$ cat src/rtl/ddr5_dram_wr_receiver.sv
// rtl/ddr5_dram_wr_receiver.sv - DRAM-side write receiver: WR/MRW decode, burst capture, write CRC check
module ddr5_dram_wr_receiver #(
    parameter int pDRAM_SIZE = 4,
    parameter int pNUM_RANK  = 1,
    parameter int pTIMEOUT   = 32
) (
    input  logic                    clk_i,
    input  logic                    rst_i,
    input  logic [pNUM_RANK-1:0]    CS_n,
    input  logic [13:0]             CA,
    input  logic [2*pDRAM_SIZE-1:0] DQ,
    input  logic                    DQ_valid,
    input  logic [pDRAM_SIZE/4-1:0] DM,
    output logic [2*pDRAM_SIZE-1:0] wr_data_o,
    output logic [pDRAM_SIZE/4-1:0] wr_mask_o,
    output logic                    wr_valid_o,
    output logic                    burst_done_o,
    output logic                    crc_err_o,
    output logic                    burst_err_o,
    output logic                    cmd_err_o,
    output logic                    mrw_valid_o,
    output logic [7:0]              mr_addr_o,
    output logic [7:0]              mr_op_o,
    output logic                    bl32_o,
    output logic                    crc_en_o
);
    localparam int DW = 2 * pDRAM_SIZE;
    localparam int MW = pDRAM_SIZE / 4;
    localparam int TW = $clog2(pTIMEOUT + 1);

    typedef enum logic {C_IDLE, C_SEC} c_state_t;
    typedef enum logic [1:0] {D_IDLE, D_WAIT, D_DATA, D_CRC} d_state_t;

    // CRC-8 (0x07), data fed MSB first
    function automatic logic [7:0] crc8_next(input logic [7:0] crc, input logic [DW-1:0] data);
        logic [7:0] c;
        c = crc;
        for (int i = DW - 1; i >= 0; i--) begin
            if (c[7] ^ data[i]) c = {c[6:0], 1'b0} ^ 8'h07;
            else                c = {c[6:0], 1'b0};
        end
        return c;
    endfunction

    c_state_t        c_state_q;
    logic [12:0]     ca1_q;
    logic [7:0]      mr0_q, mr50_q;
    logic            mrw_valid_q, cmd_err_q;
    logic [7:0]      mr_addr_q, mr_op_q;

    logic [1:0]      fifo_q [2];
    logic            wr_ptr_q, rd_ptr_q;
    logic [1:0]      cnt_q;

    d_state_t        d_state_q;
    logic            cur_bl32_q, cur_crc_q, chunk_q;
    logic [2:0]      beat_q;
    logic [TW-1:0]   tmo_q;
    logic [7:0]      crc_q;
    logic [DW-1:0]   wr_data_q;
    logic [MW-1:0]   wr_mask_q;
    logic            wr_valid_q, done_q, crc_err_q, burst_err_q;

    logic            unused_ca;
    assign unused_ca = CA[13];

    logic cs_any, is_wr, is_mrw, push_req, pop, accept, push_bl32;
    assign cs_any    = ~&CS_n;
    assign is_wr     = (ca1_q[4:0] == 5'b01101);
    assign is_mrw    = (ca1_q[4:0] == 5'b00101);
    assign push_req  = (c_state_q == C_SEC) && is_wr;
    assign pop       = (d_state_q == D_IDLE) && (cnt_q != 2'd0);
    assign accept    = push_req && ((cnt_q != 2'd2) || pop);
    assign push_bl32 = (mr0_q[1:0] == 2'b11) ? ~CA[1] : mr0_q[1];

    always_ff @(posedge clk_i) begin
        if (rst_i) begin
            c_state_q   <= C_IDLE;
            ca1_q       <= '0;
            mr0_q       <= '0;
            mr50_q      <= '0;
            mrw_valid_q <= 1'b0;
            cmd_err_q   <= 1'b0;
            mr_addr_q   <= '0;
            mr_op_q     <= '0;
        end else begin
            mrw_valid_q <= 1'b0;
            cmd_err_q   <= 1'b0;
            case (c_state_q)
                C_IDLE: begin
                    if (cs_any) begin
                        ca1_q     <= CA[12:0];
                        c_state_q <= C_SEC;
                    end
                end
                C_SEC: begin
                    c_state_q <= C_IDLE;
                    if (is_mrw) begin
                        mrw_valid_q <= 1'b1;
                        mr_addr_q   <= ca1_q[12:5];
                        mr_op_q     <= CA[7:0];
                        if (ca1_q[12:5] == 8'd0)  mr0_q  <= CA[7:0];
                        if (ca1_q[12:5] == 8'd50) mr50_q <= CA[7:0];
                    end
                    if (push_req && !accept) cmd_err_q <= 1'b1;
                end
                default: c_state_q <= C_IDLE;
            endcase
        end
    end

    // Each entry is {bl32, crc_en}, frozen when the WR is decoded
    always_ff @(posedge clk_i) begin
        if (rst_i) begin
            fifo_q[0] <= '0;
            fifo_q[1] <= '0;
            wr_ptr_q  <= 1'b0;
            rd_ptr_q  <= 1'b0;
            cnt_q     <= '0;
        end else begin
            if (accept) begin
                fifo_q[wr_ptr_q] <= {push_bl32, mr50_q[1]};
                wr_ptr_q         <= ~wr_ptr_q;
            end
            if (pop) rd_ptr_q <= ~rd_ptr_q;
            case ({accept, pop})
                2'b10:   cnt_q <= cnt_q + 2'd1;
                2'b01:   cnt_q <= cnt_q - 2'd1;
                default: cnt_q <= cnt_q;
            endcase
        end
    end

    always_ff @(posedge clk_i) begin
        if (rst_i) begin
            d_state_q   <= D_IDLE;
            cur_bl32_q  <= 1'b0;
            cur_crc_q   <= 1'b0;
            chunk_q     <= 1'b0;
            beat_q      <= '0;
            tmo_q       <= '0;
            crc_q       <= '0;
            wr_data_q   <= '0;
            wr_mask_q   <= '0;
            wr_valid_q  <= 1'b0;
            done_q      <= 1'b0;
            crc_err_q   <= 1'b0;
            burst_err_q <= 1'b0;
        end else begin
            wr_valid_q  <= 1'b0;
            done_q      <= 1'b0;
            crc_err_q   <= 1'b0;
            burst_err_q <= 1'b0;
            case (d_state_q)
                D_IDLE: begin
                    if (DQ_valid) burst_err_q <= 1'b1;
                    if (pop) begin
                        {cur_bl32_q, cur_crc_q} <= fifo_q[rd_ptr_q];
                        tmo_q     <= '0;
                        d_state_q <= D_WAIT;
                    end
                end
                D_WAIT: begin
                    if (DQ_valid) begin
                        wr_data_q  <= DQ;
                        wr_mask_q  <= DM;
                        wr_valid_q <= 1'b1;
                        crc_q      <= crc8_next(8'h00, DQ);
                        beat_q     <= 3'd1;
                        chunk_q    <= 1'b0;
                        d_state_q  <= D_DATA;
                    end else if (tmo_q == TW'(pTIMEOUT - 1)) begin
                        burst_err_q <= 1'b1;
                        d_state_q   <= D_IDLE;
                    end else begin
                        tmo_q <= tmo_q + TW'(1);
                    end
                end
                D_DATA: begin
                    if (!DQ_valid) begin
                        burst_err_q <= 1'b1;
                        d_state_q   <= D_IDLE;
                    end else begin
                        wr_data_q  <= DQ;
                        wr_mask_q  <= DM;
                        wr_valid_q <= 1'b1;
                        crc_q      <= crc8_next(crc_q, DQ);
                        beat_q     <= beat_q + 3'd1;
                        if (beat_q == 3'd7) begin
                            if (cur_crc_q) begin
                                d_state_q <= D_CRC;
                            end else if (cur_bl32_q && !chunk_q) begin
                                chunk_q <= 1'b1;
                                crc_q   <= 8'h00;
                            end else begin
                                done_q    <= 1'b1;
                                d_state_q <= D_IDLE;
                            end
                        end
                    end
                end
                D_CRC: begin
                    if (!DQ_valid) begin
                        burst_err_q <= 1'b1;
                        d_state_q   <= D_IDLE;
                    end else begin
                        if (DQ[7:0] != crc_q) crc_err_q <= 1'b1;
                        if (cur_bl32_q && !chunk_q) begin
                            chunk_q   <= 1'b1;
                            crc_q     <= 8'h00;
                            beat_q    <= 3'd0;
                            d_state_q <= D_DATA;
                        end else begin
                            done_q    <= 1'b1;
                            d_state_q <= D_IDLE;
                        end
                    end
                end
                default: d_state_q <= D_IDLE;
            endcase
        end
    end

    assign wr_data_o    = wr_data_q;
    assign wr_mask_o    = wr_mask_q;
    assign wr_valid_o   = wr_valid_q;
    assign burst_done_o = done_q;
    assign crc_err_o    = crc_err_q;
    assign burst_err_o  = burst_err_q;
    assign cmd_err_o    = cmd_err_q;
    assign mrw_valid_o  = mrw_valid_q;
    assign mr_addr_o    = mr_addr_q;
    assign mr_op_o      = mr_op_q;
    assign bl32_o       = mr0_q[1];
    assign crc_en_o     = mr50_q[1];
endmodule

$ cat config.mk
export PLATFORM = sky130hd
export DESIGN_NAME = ddr5_dram_wr_receiver
export DESIGN_NICKNAME = d
export VERILOG_FILES = /design/src/rtl/ddr5_dram_wr_receiver.sv
export SDC_FILE = /design/constraint.sdc
export NUM_CORES = 1
export LEC_CHECK = 0
export ABC_CLOCK_PERIOD_IN_PS = 4500
export BUFFER_PORTS_ARGS = -buffer_cell sky130_fd_sc_hd__buf_2
export CAP_MARGIN = 30
export CORE_MARGIN = 4
export CORE_UTILIZATION = 45
export CTS_CLUSTER_DIAMETER = 50
export DETAILED_ROUTE_END_ITERATION = 8
export GPL_TIMING_DRIVEN = 0
export HOLD_SLACK_MARGIN = 0.05
export PLACE_DENSITY_LB_ADDON = 0.12
export SYNTH_ARGS = -nofsm -noshare
export SYNTH_HDL_FRONTEND = slang
export SYNTH_SLANG_ARGS = --single-unit
$ cat constraint.sdc
create_clock -name clk_i -period 4.5 [get_ports clk_i]
set_input_delay 1.125 -clock clk_i [delete_from_list [all_inputs] [get_ports clk_i]]
set_output_delay 1.125 -clock clk_i [all_outputs]
set_load 0.01 [all_outputs]
==> impl_metrics.sql, run 1 <==
INSERT INTO impl_metrics (metric_group, metric, value, unit) VALUES
('clock_network', 'holdBufCountCts', '0', ''),
('timing', 'timing_max_transition_violations_final', '0', ''),
('power_and_ir_drop', 'fin_total_pwr', '0.00194', 'W'),
('final_layout', 'layout.cells.non_filler', '582', ''),
('critical_path', 'critPathMaxStageDelay', '510', 'ps'),
('timing', 'timing.max_slew.rel_slack', '0.506', ''),
('power_and_ir_drop', 'powerDensity', '452', 'nW/um2'),
('timing', 'worst_pin_slew', '741', 'ps'),
('critical_path', 'critical-path-top-delay-family', 'XOR/XNOR gates', ''),
('critical_path', 'cpMostUsedCell', 'sky130_fd_sc_hd__xor2_1', ''),
('power_and_ir_drop', 'leakage', '1.83', 'nW'),
('die', 'placement_rows', '32', ''),
('die', 'die_height', '98.2', 'um'),
('yosys', 'synth_top_cells_by_area', 'sky130_fd_sc_hd__dfxtp_1, sky130_fd_sc_hd__nand2_1, sky130_fd_sc_hd__mux2i_1', ''),
('global_route', 'global_route_wire_length_before_repair', '14300', 'um'),
('route', 'route.vias.total', '3043', ''),
('final_layout', 'layout-area-overhead-vs-synth', '17.3', '%'),
('yosys', 'mappedNetlistArea', '3660', 'um2'),
('yosys', 'synth.ff_latch_count', '78', ''),
('final_layout', 'antenna-diode-count', '0', ''),
('critical_path', 'buf_inv_stages_crit_path', '1', ''),
('placed_design', 'place.detailed.hpwl', '6370', 'um'),
('yosys', 'syn_area_per_cell', '8.99', 'um2'),
('route', 'postRouteWirelength', '8550', 'um'),
('run_status', 'run_status', 'complete, no violations', ''),
('yosys', 'yosysSeqAreaShare', '0.438', ''),
('global_route', 'number_of_antenna_violations_at_the_first_check_in_global_routing', '0', ''),
('critical_path', 'worstSetupEndpointType', 'register', ''),
('placed_design', 'count_of_buffers_inserted_at_the_top_level_ports', '57', ''),
('final_layout', 'filler_cell_count', '773', ''),
('timing', 'setup_tns', '0', 'ps'),
('final_layout', 'layout_commonest_cell', 'sky130_fd_sc_hd__dfxtp_1', ''),
('run', 'drv_cap', '0', ''),
('final_layout', 'ff_latch_area', '1600', 'um2'),
('clock_network', 'insertion_delay', '350', 'ps'),
('critical_path', 'worst_setup_path_start_kind', 'input port', ''),
('route', 'routed_via_density', '5.23', ''),
('clock_network', 'tritoncts_num_sinks', '78', ''),
('global_route', 'first_global_vias', '3045', ''),
('clock_network', 'cts_setup_buffers', '0', ''),
('min_path', 'min-delay-path-class', 'register to register', ''),
('clock_network', 'ctsRootBufferMaster', 'sky130_fd_sc_hd__clkbuf_8', ''),
('yosys', 'mappedNetlistNets', '445', ''),
('route', 'routed_wire_length_per_instance', '14.7', 'um'),
('die', 'initial_core_util', '0.469', ''),
('final_layout', 'mostFrequentLayoutCells', 'sky130_fd_sc_hd__dfxtp_1, sky130_fd_sc_hd__buf_2, sky130_fd_sc_hd__nand2_1', ''),
('clock_network', 'cts.htree.levels', '3', ''),
('critical_path', 'timing.setup.critical_path_class', 'input port to register', ''),
('route', 'drt_iter0_markers', '115', ''),
('power_and_ir_drop', 'vdd_drop_max', '0.000247', 'V'),
('route', 'number_of_design_rule_violations_left_after_detail_routing', '0', ''),
('global_route', 'grt-ovfl-total', '0', ''),
('yosys', 'synthArstFlopShare', '0', ''),
('timing', 'finalWorstSetupSlack', '2190', 'ps'),
('global_route', 'maximum_number_of_pins_on_one_net_before_global_route_repair', '15', ''),
('clock_network', 'worst_setup_hold_path_clk_slew', '80', 'ps'),
('final_layout', 'post_layout_utilization_of_the_core', '0.550', ''),
('timing', 'timing_hold_violations_final', '0', ''),
('placed_design', 'post-place-cells', '566', ''),
('die', 'die_area', '9640', 'um2'),
('yosys', 'syn-instance-count', '407', ''),
('critical_path', 'crit_fanout', '4', ''),
('final_layout', 'final_nets', '513', ''),
('global_route', 'global_route.usage.total', '0.182', ''),
('route', 'drt_pre_antenna_iters', '4', ''),
('placed_design', 'place_ws', '1830', 'ps'),
('critical_path', 'worstPathCellList', 'buf_2 -> xor2_1 -> xnor3_2 -> xor2_1 -> o221a_1 -> nor3_2', ''),
('timing', 'rsz0062_at_grt', 'false', ''),
('clock_network', 'cts_repair_resize_count', '0', ''),
('die', 'die_width', '98.2', 'um'),
('clock_network', 'tritoncts.num_buffers', '9', '');
-- path summary, 6_finish.rpt --
check / from / endpoint / slack, ps / cells past startpoint
worst max register to register: d_state_q[0] / crc_q[2] / 2270 / 8
worst max-delay path: DQ[0] / crc_q[1] / 2190 / 6
worst min register to register: wr_data_o[7] / wr_data_o[7] / 460 / 2
worst min-delay path: wr_data_o[7] / wr_data_o[7] / 460 / 2
-- cells by family after synthesis --
logic type	share of synthesized area
flops	0.438
mux	0.0602
xor+xnor	0.108
fa+ha+maj	0.0376
compound gates	0.125
buf+inv	0.0342
simple gates	0.197
-- tightest hold or removal path: cells and delay by family (launching register included) --
| family | cells | cell delay [ps] |
|---|---|---|
| AND/OR/NAND/NOR | 1 | 50 |
| AO/OA/AOI/OAI | 1 | 50 |
| flip-flops | 1 | 310 |
-- sequential cells by signal, summed over array words and instances, names as in the netlist, 2 cells and up --
name / flops
mr_addr_o: 8
cnt_q: 2
d_state_q: 2
tmo_q: 6
crc_q: 8
ca1_q: 13
fifo_q: 4
wr_data_o: 8
beat_q: 3
mr0_q: 2
mr_op_o: 8
-- stage by stage --
stage / hold slack, ps / cell area, um2
final: 458 / 4290
after CTS: 460 / 4290
after floorplan: 432 / 3660
after global placement: 441 / 4070
after global routing: 488 / 4290
after detailed placement: 447 / 4070
-- cell type report --
| type | instances | share of cell area |
|---|---|---|
| Multi-Input combinational cell | 300 | 0.450 |
| Sequential cell | 78 | 0.373 |
| Timing Repair Buffer | 57 | 0.0664 |
| Clock buffer | 10 | 0.0297 |
| Tap cell | 102 | 0.0297 |
| Clock inverter | 6 | 0.0219 |
| Buffer | 20 | 0.0213 |
| Inverter | 9 | 0.00787 |
-- per-layer routing --
| layer | part of all wire | vias up | GRT usage |
|---|---|---|---|
| met1 | 0.44 | 1426 | 0.217 |
| li1 | - | 1546 | - |
| met4 | 0.0096 | 0 | 0.0546 |
| met2 | 0.50 | 62 | 0.320 |
| met5 | 0 | - | 0 |
| met3 | 0.044 | 9 | 0.0493 |
-- power by group --
part           leakage [nW]  switching [W]  total, W  internal (W)
sequential            0.641      0.0000582  0.000810      0.000752
clock                 0.109       0.000264  0.000581      0.000318
combinational          1.08       0.000300  0.000551      0.000250
-- synth_stat cells (all sizes together), types with 2 or more instances --
cell type  number
a211oi          8
a21oi          36
a311oi          2
a31o            2
a31oi           2
and2            2
and3            2
buf             7
clkbuf         13
dfxtp          74
edfxtp          4
ha             11
inv             9
mux2i          22
nand2          59
nand2b          4
nand3          15
nor2           48
nor3            8
nor4            3
nor4b           3
o211ai          4
o21ai           4
o221a           5
o221ai          2
or2             3
or3             2
or4             3
xnor2          27
xor2           11
No activity file was read; power rests on OpenSTA's default activity.
==> run 2, diff against run 1 <==
--- a/config.mk
+++ b/config.mk
@@ -5,7 +5,7 @@
 export SDC_FILE = /design/constraint.sdc
 export NUM_CORES = 1
 export LEC_CHECK = 0
-export ABC_CLOCK_PERIOD_IN_PS = 4500
+export ABC_CLOCK_PERIOD_IN_PS = 2300
 export BUFFER_PORTS_ARGS = -buffer_cell sky130_fd_sc_hd__buf_2
 export CAP_MARGIN = 30
 export CORE_MARGIN = 4
==> constraint.sdc (replaced) <==
create_clock -name clk_i -period 2.3 [get_ports clk_i]
set_input_delay 0.575 -clock clk_i [delete_from_list [all_inputs] [get_ports clk_i]]
set_output_delay 0.575 -clock clk_i [all_outputs]
set_load 0.01 [all_outputs]
==> run 2 against run 1 <==
  * First-iteration DRC count shrank 19%
  * Largest power group unchanged
  * Register-to-register slack lost 2100 ps
  * Sequential share of layout area shrank 0.16 points
  * Clock-buffer cell count is the same
==> impl_metrics.sql, run 2 (synthesis results as in run 1) <==
INSERT INTO impl_metrics (metric_group, metric, value, unit) VALUES
('die', 'die_height', '98.2', 'um'),
('power_and_ir_drop', 'powerDensity', '889', 'nW/um2'),
('timing', 'timing_max_transition_violations_final', '0', ''),
('clock_network', 'holdBufCountCts', '0', ''),
('critical_path', 'crit_fanout', '10', ''),
('placed_design', 'place.detailed.hpwl', '6370', 'um'),
('timing', 'timing_hold_violations_final', '0', ''),
('global_route', 'first_global_vias', '3045', ''),
('min_path', 'hold_path_startpoint', 'CA[8]', ''),
('critical_path', 'worst_r2r_startpoint', 'd_state_q[0]', ''),
('clock_network', 'insertion_delay', '350', 'ps'),
('critical_path', 'critPathMaxStageDelay', '390', 'ps'),
('final_layout', 'layout.cells.non_filler', '583', ''),
('critical_path', 'crit_arrival', '2400', 'ps'),
('placed_design', 'detailed_place.area', '4070', 'um2'),
('final_layout', 'antenna-diode-count', '0', ''),
('final_layout', 'final_nets', '514', ''),
('critical_path', 'rr_worst_depth', '9', ''),
('placed_design', 'routabilityCongestion', '0.804', ''),
('route', 'drtAntennaViolNets', '0', ''),
('critical_path', 'worstPathCellList', 'inv_1 -> ha_1 -> or2_2 -> buf_2 -> nor2_2 -> o221a_2 -> buf_4 -> o211ai_1 -> a21oi_1', ''),
('min_path', 'min_delay_path_depth', '3', ''),
('timing', 'timing.clock.skew', '11.6', 'ps'),
('timing', 'max_freq', '0.470', 'GHz'),
('critical_path', 'worstSetupEndpointType', 'register', ''),
('timing', 'rsz0062_at_grt', 'false', ''),
('timing', 'timing.max_slew.rel_slack', '0.592', ''),
('die', 'initial_core_util', '0.469', ''),
('clock_network', 'tritoncts', 'yes', ''),
('final_layout', 'share_of_cells_above_drive_strength_1', '0.204', ''),
('timing', 'worst_pin_slew', '605', 'ps'),
('timing', 'setup_tns', '0', 'ps'),
('global_route', 'grt-ovfl-total', '0', ''),
('route', 'route.vias.total', '3047', ''),
('route', 'routed_via_density', '5.23', ''),
('die', 'fp.coreArea', '7810', 'um2'),
('final_layout', 'layout-area-overhead-vs-synth', '17.8', '%'),
('route', 'postRouteWirelength', '8580', 'um'),
('critical_path', 'crit_required', '2570', 'ps'),
('global_route', 'maximum_number_of_pins_on_one_net_before_global_route_repair', '15', ''),
('critical_path', 'rrSetupSlack', '170', 'ps'),
('critical_path', 'regToRegEndpoint', 'crc_q[4]', ''),
('route', 'drt_iter0_markers', '93', ''),
('min_path', 'min_delay_endpoint', 'ca1_q[8]', ''),
('critical_path', 'timing.setup.critical_path_class', 'register to register', ''),
('placed_design', 'post-place-cells', '566', ''),
('power_and_ir_drop', 'vdd_drop_max', '0.000483', 'V'),
('final_layout', 'stdcell_area', '4310', 'um2'),
('run_status', 'run_status', 'complete, no violations', ''),
('global_route', 'number_of_antenna_violations_at_the_first_check_in_global_routing', '0', ''),
('timing', 'setup_viol', '0', ''),
('die', 'placement_rows', '32', ''),
('global_route', 'global_route_wire_length_before_repair', '14300', 'um'),
('timing', 'period_share', '0.926', ''),
('timing', 'minimum_clock_period_after_layout', '2130', 'ps'),
('final_layout', 'regMostFlops', 'ca1_q', ''),
('critical_path', 'worst_setup_path_start_kind', 'register', ''),
('run', 'drv_cap', '0', ''),
('placed_design', 'count_of_buffers_inserted_at_the_top_level_ports', '57', ''),
('route', 'routed_wire_length_per_instance', '14.7', 'um'),
('clock_network', 'tritoncts.num_buffers', '9', ''),
('global_route', 'global_route.usage.total', '0.182', ''),
('final_layout', 'layout_commonest_cell', 'sky130_fd_sc_hd__dfxtp_1', ''),
('power_and_ir_drop', 'leakage', '1.83', 'nW'),
('clock_network', 'cts_buffer_depth', '2', ''),
('die', 'io-pin-count', '60', ''),
('final_layout', 'largest_reg_flops', '13', ''),
('clock_network', 'tritoncts_num_sinks', '78', ''),
('die', 'die_width', '98.2', 'um'),
('timing', 'finalWorstSetupSlack', '171', 'ps'),
('route', 'drt_pre_antenna_iters', '4', ''),
('clock_network', 'cts.htree.levels', '3', ''),
('placed_design', 'place_ws', '74.7', 'ps'),
('route', 'number_of_design_rule_violations_left_after_detail_routing', '0', ''),
('clock_network', 'worst_setup_hold_path_clk_slew', '90', 'ps'),
('clock_network', 'ctsRootBufferMaster', 'sky130_fd_sc_hd__clkbuf_8', ''),
('die', 'die_area', '9640', 'um2'),
('final_layout', 'mostFrequentLayoutCells', 'sky130_fd_sc_hd__dfxtp_1, sky130_fd_sc_hd__buf_2, sky130_fd_sc_hd__nand2_1', ''),
('critical_path', 'slowest_cp_cell', 'sky130_fd_sc_hd__dfxtp_1', ''),
('final_layout', 'post_layout_utilization_of_the_core', '0.552', ''),
('min_path', 'min-delay-path-class', 'input port to register', '');
-- run 2: cell types whose count changed in the layout (fill, tap and decap cells not counted), sizes merged --
cell / change
buf: +1
-- run 2: routing by layer --
layer  global-route usage  share of wire  up-vias
li1                     -              -     1544
met1                0.217           0.44     1424
met2                0.320           0.50       68
met3               0.0493          0.051       11
met4               0.0546          0.010        0
met5                    0              0        -
-- run 2: worst max-delay path by stage --
stage                       from  endpoint  slack (ps)  depth (start not counted)
floorplan                  DQ[6]  crc_q[1]         430                          6
finish              d_state_q[0]  crc_q[4]         170                          9
global route        d_state_q[0]  crc_q[4]          30                          9
global placement    d_state_q[0]  crc_q[2]          90                          8
CTS                 d_state_q[0]  crc_q[2]          60                          8
detailed placement  d_state_q[0]  crc_q[2]          70                          8
-- run 2: timing repair --
item,4_1_cts,5_1_grt
gates resized for setup,0,3
setup buffers,0,1
endpoints found under the setup margin,0,5
-- run 2: cell type report --
type                       count  area (um2)
multi-input combinational    300        1940
tap                          102         128
fill                         772        3490
clock buffer                  10         128
inverter                       9        33.8
clock inverter                 6        93.8
buffer                        20        91.3
sequential                    78        1600
timing repair buffer          58         293
-- run 2: critical path, delay by kind of cell, from the launching register on --
kind | cells | cell delay [ps]
buffers and inverters | 3 | 460
flip-flops | 1 | 390
AO/OA/AOI/OAI | 3 | 520
AND/OR/NAND/NOR | 2 | 420
adder cells (fa/ha/maj) | 1 | 260
-- run 2: per-stage QoR --
step | power, W | hold WS, ps
2_1_floorplan | 0.00243 | 432
3_3_place_gp | 0.00266 | 441
3_5_place_dp | 0.00269 | 447
4_1_cts | 0.00384 | 439
5_1_grt | 0.00405 | 453
6_report | 0.00383 | 453
-- run 2: where the power goes --
part	total (W)	switching [W]	internal, W
Sequential	0.00159	0.000114	0.00147
Clock	0.00114	0.000519	0.000621
Combinational	0.00111	0.000602	0.000505
Total	0.00383	0.00124	0.00260
